### config.mk
export PLATFORM = sky130hd
export DESIGN_NAME = cbc_decrypt_seq
export DESIGN_NICKNAME = d
export VERILOG_FILES = /design/src/rtl/cbc_pkg.sv /design/src/rtl/cbc_block_dec.sv /design/src/rtl/cbc_decrypt_seq.sv
export SDC_FILE = /design/constraint.sdc
export NUM_CORES = 1
export LEC_CHECK = 0
export CAP_MARGIN = 20
export CORE_MARGIN = 5
export CORE_UTILIZATION = 50
export DETAILED_ROUTE_END_ITERATION = 12
export PLACE_DENSITY_LB_ADDON = 0.25
export SKIP_LAST_GASP = 1
export SYNTH_ARGS = -nofsm -noshare
export SYNTH_HDL_FRONTEND = slang
export SYNTH_SLANG_ARGS = --single-unit
### constraint.sdc
create_clock -name ap_clk -period 1.65 [get_ports ap_clk]
set_input_delay 0.33 -clock ap_clk [delete_from_list [all_inputs] [get_ports ap_clk]]
set_output_delay 0.33 -clock ap_clk [all_outputs]
set_load 0.01 [all_outputs]
### src/rtl/cbc_pkg.sv
`default_nettype none
// ============================================================================
// Module      : cbc_pkg
// Description : Shared types, constants and block selection for the CBC cores.
// Revision    : 1.0
// ============================================================================
package cbc_pkg;

    localparam int BLOCK_W    = 32;
    localparam int MAX_BLOCKS = 16;
    localparam int MAX_MSG_W  = MAX_BLOCKS * BLOCK_W;

    typedef logic [BLOCK_W-1:0] block_t;

    typedef enum logic [1:0] {
        IDLE = 2'd0,
        RUN  = 2'd1,
        DONE = 2'd2
    } cbc_state_e;

    // msg is left-aligned in a MAX_MSG_W vector so block 0 is always the top word.
    function automatic block_t block_sel(input logic [MAX_MSG_W-1:0] msg, input int j);
        return msg[MAX_MSG_W-1-BLOCK_W*j -: BLOCK_W];
    endfunction

endpackage
`default_nettype wire

### src/rtl/cbc_block_dec.sv
`default_nettype none
// ============================================================================
// Module      : cbc_block_dec
// Description : Single-block CBC decrypt: plaintext = cipher XOR chain value.
// Revision    : 1.0
// ============================================================================
module cbc_block_dec
    import cbc_pkg::*;
(
    input  logic [BLOCK_W-1:0] i_cipher,
    input  logic [BLOCK_W-1:0] i_chain,
    output logic [BLOCK_W-1:0] o_plain
);

    assign o_plain = i_cipher ^ i_chain;

endmodule
`default_nettype wire

### src/rtl/cbc_decrypt_seq.sv
`default_nettype none
// ============================================================================
// Module      : cbc_decrypt_seq
// Description : Sequential CBC decrypt, one block per cycle, ap_* handshake.
// Revision    : 1.0
// ============================================================================
module cbc_decrypt_seq
    import cbc_pkg::*;
#(
    parameter int NUM_BLOCKS = 2
) (
    input  logic                          ap_clk,
    input  logic                          ap_rst_n,
    input  logic                          ap_start,
    output logic                          ap_done,
    output logic                          ap_idle,
    output logic                          ap_ready,
    input  logic [NUM_BLOCKS*BLOCK_W-1:0] message,
    input  logic [BLOCK_W-1:0]            key,
    output logic [NUM_BLOCKS*BLOCK_W-1:0] ap_return
);

    localparam int c_msg_w = NUM_BLOCKS * BLOCK_W;
    localparam int c_idx_w = (NUM_BLOCKS > 1) ? $clog2(NUM_BLOCKS) : 1;
    localparam logic [c_idx_w-1:0] c_last_idx = c_idx_w'(NUM_BLOCKS - 1);

    cbc_state_e           r_state;
    cbc_state_e           w_state_next;
    logic [c_msg_w-1:0]   r_msg;
    logic [c_msg_w-1:0]   r_plain;
    logic [c_msg_w-1:0]   r_return;
    logic [c_msg_w-1:0]   w_plain_next;
    block_t               r_key;
    block_t               w_cipher;
    block_t               w_chain;
    block_t               w_plain_blk;
    logic [c_idx_w-1:0]   r_idx;
    logic [c_idx_w-1:0]   w_prev_idx;
    logic [MAX_MSG_W-1:0] w_msg_wide;
    logic                 w_last;

    always_comb begin
        w_msg_wide = '0;
        w_msg_wide[MAX_MSG_W-1 -: c_msg_w] = r_msg;
    end

    assign w_last     = (r_idx == c_last_idx);
    assign w_prev_idx = (r_idx == '0) ? '0 : r_idx - 1'b1;
    assign w_cipher   = block_sel(w_msg_wide, int'(r_idx));
    // The first block chains from the key, every later one from the previous ciphertext.
    assign w_chain    = (r_idx == '0) ? r_key : block_sel(w_msg_wide, int'(w_prev_idx));

    cbc_block_dec u_dec (
        .i_cipher (w_cipher),
        .i_chain  (w_chain),
        .o_plain  (w_plain_blk)
    );

    generate
        for (genvar j = 0; j < NUM_BLOCKS; j++) begin : g_blk
            assign w_plain_next[c_msg_w-1-BLOCK_W*j -: BLOCK_W] =
                (r_idx == c_idx_w'(j)) ? w_plain_blk : r_plain[c_msg_w-1-BLOCK_W*j -: BLOCK_W];
        end
    endgenerate

    always_comb begin
        w_state_next = r_state;
        ap_idle      = 1'b0;
        ap_done      = 1'b0;
        ap_ready     = 1'b0;
        case (r_state)
            IDLE: begin
                ap_idle = 1'b1;
                if (ap_start) begin
                    w_state_next = RUN;
                end
            end
            RUN: begin
                if (w_last) begin
                    w_state_next = DONE;
                end
            end
            DONE: begin
                ap_done      = 1'b1;
                ap_ready     = 1'b1;
                w_state_next = IDLE;
            end
            default: w_state_next = IDLE;
        endcase
    end

    always_ff @(posedge ap_clk) begin
        if (!ap_rst_n) begin
            r_state  <= IDLE;
            r_msg    <= '0;
            r_key    <= '0;
            r_plain  <= '0;
            r_return <= '0;
            r_idx    <= '0;
        end else begin
            r_state <= w_state_next;
            case (r_state)
                IDLE: begin
                    if (ap_start) begin
                        r_msg <= message;
                        r_key <= key;
                        r_idx <= '0;
                    end
                end
                RUN: begin
                    r_plain <= w_plain_next;
                    // Output is loaded with the final block merged in, so it is valid in DONE.
                    if (w_last) begin
                        r_return <= w_plain_next;
                    end else begin
                        r_idx <= r_idx + 1'b1;
                    end
                end
                default: ;
            endcase
        end
    end

    assign ap_return = r_return;

endmodule
`default_nettype wire

==> flow_summary_export.csv, run 1 <==
group,metric,value,unit
synthesis,yosysMostFrequentCell,"dfxtp_1",
synthesis,syn-mean-instance-area,8.69,um^2
detailed_routing,routed-wl-met2,7340,um
timing,finalWorstSetupSlack,0.0360,ns
detailed_routing,wirelength_met1,8470,um
power,power-per-cell-area,1080,mW/mm^2
cts,post-cts-setup-buffer-count,0,
setup_path,rr_endpoint,"r_plain[63]",
cts,clk-insertion-delay-late,0.43,ns
layout,design.final.nets,1087,
setup_path,crit_arrival,1.28,ns
die,full_die_area,0.0177,mm^2
setup_path,critical-path-slowest-cell,"clkdlybuf4s50_1",
hold_path,worst_hold_path_type,"in2reg",
timing,final_hold_vios,0,
detailed_routing,drt.antenna.violating_nets,0,
die,std_cell_rows,45,
synthesis,ys_seq_elements,195,
placed_design,port_buffers,165,
run,drv.max_cap_violation_count,0,
synthesis,synthArstFlopShare,0,%
detailed_routing,drt-pass1-iter-count,8,
setup_path,crit_fanout,2,
synthesis,postSynthCellCount,870,
setup_path,timing.critical_path.required,1.32,ns
setup_path,worst-setup-path-type,"reg2out",
power,static-leakage-power,4.42,nW
die,core,0.0150,mm^2
setup_path,critical_path_buf_inv_count,1,
hold_path,worst_hold_path.endpoint,"r_state[0]",
cts,cts_sinks,195,
synthesis,yosys.cell_types.count,24,
detailed_routing,routedWlPerCell,14.5,um
power,fin_total_pwr,10.9,mW
timing,setup_viol,0,
timing,final.setup_skew,0.00858,ns
die,start_util,50.3,%
synthesis,number_of_enable_type_register_cells_in_the_synthesized_netlist,0,
setup_path,crit_start_category,"flop",
timing,worst-slew-pin-transition,0.584,ns
detailed_routing,wl_met3,1220,um
timing,timing.max_slew.rel_slack,61.0,%
outcome,status,"finished, final reports clean",
cts,htreeDepth,4,
layout,layout-drive-gt1-share,6.10,%
grt,grt_max_degree,150,
synthesis,most_instantiated_cells_after_synthesis,"dfxtp_1, nand2_1, nand3_1",
synthesis,post_synth_instance_area,0.00756,mm^2
cts,clkTransAtPathRegs,0.07,ns
synthesis,netlist_top_cells_area,"dfxtp_1, nand3_1, nand2_1",
grt,antenna_found_initial,0,
hold_path,min_from,"ap_rst_n",
grt,grt.total_usage,19.1,%
layout,syn2layout_area_growth,32.8,%
timing,fmax,620,MHz
timing,final_min_period_over_clock_period,97.8,%
layout,antenna_cells_inserted,0,
detailed_routing,vias,6171,
cts,clock_tree.root_cell,"clkbuf_16",
grt,grt.overflow.total,0,
setup_path,worstSetupPathDepth,1,
placed_design,dpl_cell_area,0.00934,mm^2
grt,grt_pass1_vias,5356,
detailed_routing,top_layer,"met4",
cts,ctsLongestPathBuffers,2,
detailed_routing,count_of_unresolved_drc_violations_after_routing,0,
power,worst_ir_drop_vdd,0.643,mV
placed_design,detailed_placement_wirelength_estimate,11800,um
placed_design,gp_routability_congestion,0.805,
detailed_routing,drt-total-wl,17200,um
setup_path,r2r_cells,3,
detailed_routing,post_drt_via_cell_ratio,5.19,
die,die_h,133,um
timing,rsz_0062_raised_after_global_routing,"no",
synthesis,sequential_cell_area_fraction_in_the_yosys_report,51.6,%
synthesis,mappedNetlistNets,969,
die,die_width,133,um
timing,layout_min_cycle_time,1.61,ns
setup_path,crit_path_max_incr_delay,0.53,ns
die,io-pin-count,166,
placed_design,dp_slack,-0.0616,ns
setup_path,endpoint_kind,"output pin",
layout,final_cell_area,0.0100,mm^2
setup_path,path_cells,"clkdlybuf4s50_1",
synthesis,synth_flop_cell,"dfxtp_1",
synthesis,synth_largest_type_area_fraction,51.6,%
detailed_routing,drt_iter0_drc,563,
cts,tritoncts,"yes",
setup_path,timing.reg2reg.setup_slack,0.27,ns
timing,finalMaxSlewViolations,0,
grt,grt_pass1_wl,27400,um
cts,tritoncts.num_buffers,17,
synthesis,yosys_warnings,0,
hold_path,worst_hold_path.num_cells,3,
setup_path,critical-path-top-delay-family,"buffers and inverters",
setup_path,timing.rr.start,"r_state[1]",
synthesis,netlist.top_cell.by_area,"dfxtp_1",
==> cell families (layout without fill, tap and decap cells) <==
family / Yosys count / count (layout) / share of synthesized area, %
AO/OA/AOI/OAI: 227 / 227 / 18.4
XOR/XNOR: 64 / 64 / 7.42
buffers and inverters: 88 / 218 / 5.36
flip-flops: 195 / 195 / 51.6
AND/OR/NAND/NOR: 296 / 296 / 17.2
==> metal layers <==
metal | GRT usage (%) | vias up
li1 | - | 3222
met1 | 28.4 | 2764
met2 | 26.0 | 168
met3 | 6.39 | 17
met4 | 5.77 | 0
met5 | 0 | -
==> worst max-delay path by stage <==
stage | to | slack [ns] | startpoint
6_report | ap_return[61] | 0.04 | ap_return[61]
5_1_grt | ap_return[6] | 0.003 | ap_return[6]
4_1_cts | ap_return[19] | 0.002 | ap_return[19]
3_5_place_dp | r_msg[16] | -0.06 | ap_start
3_3_place_gp | r_msg[6] | -0.03 | ap_start
2_1_floorplan | r_plain[34] | 0.31 | r_state[1]
==> worst reg2reg max path, cell delays in order, from the launching register on <==
cell,delay [ns]
dfxtp_4,0.37
nand2b_1,0.15
or3b_4,0.58
o21ai_0,0.22
==> cell usage in the layout (no fill, tap or decap), types with 2 or more instances in the layout <==
master | Yosys | routed
clkinv_4 | 0 | 2
clkinv_2 | 0 | 2
nor2_1 | 2 | 2
dlymetal6s2s_1 | 0 | 28
xnor2_1 | 64 | 64
o21ai_0 | 120 | 120
buf_4 | 7 | 11
dfxtp_1 | 195 | 193
clkbuf_16 | 0 | 17
clkdlybuf4s50_1 | 0 | 100
o211a_1 | 32 | 32
nand2_1 | 160 | 160
o21ai_1 | 39 | 39
dlygate4sd2_1 | 0 | 36
buf_12 | 0 | 10
o21ai_2 | 2 | 2
bufinv_16 | 0 | 5
clkbuf_8 | 0 | 2
o211ai_1 | 32 | 32
nand3_1 | 128 | 128
inv_6 | 0 | 2
==> registers in the layout, indices dropped and copies added, names as in the netlist <==
name,count
r_msg,64
r_key,32
ap_return,64
r_state,2
r_idx,1
r_plain,32
==> final cells by class <==
| cell class | instances | area [um^2] |
|---|---|---|
| clock inverters | 12 | 203 |
| inverters | 1 | 3.75 |
| flip-flops and latches | 195 | 3910 |
| fillers | 1212 | 5000 |
| multi-input cells | 587 | 3270 |
| repair buffers | 186 | 1960 |
| clock buffers | 19 | 453 |
| well taps | 188 | 235 |
==> power breakdown <==
group | switching [mW] | internal (mW) | total [mW]
combinational | 0.564 | 0.598 | 1.16
sequential | 0.192 | 4.95 | 5.14
clock | 1.77 | 2.77 | 4.55
total | 2.53 | 8.32 | 10.9
==> through the flow <==
step | utilization [%] | TNS [ns] | hold slack (ns) | std cells
2_1_floorplan | - | 0 | 0.442 | 870
3_3_place_gp | 62.1 | -0.846 | 0.446 | 1157
3_5_place_dp | 62.1 | -2.45 | 0.452 | 1157
4_1_cts | 66.3 | 0 | 0.444 | 1188
5_1_grt | 66.7 | 0 | 0.460 | 1188
6_report | 66.7 | 0 | 0.451 | 1188
==> repair_timing <==
action	4_1_cts	5_1_grt
gates cloned	0	0
gates resized for setup	40	29
setup endpoints to repair	36	31
hold buffers	0	0
(Power assumes the default switching activity.)
==> inputs of run 2 (changes only) <==
Settings changed: GPL_ROUTABILITY_DRIVEN set to 0.
==> results of run 2 <==
Same layout as run 1: the final DEF is identical, and so are final timing and power.
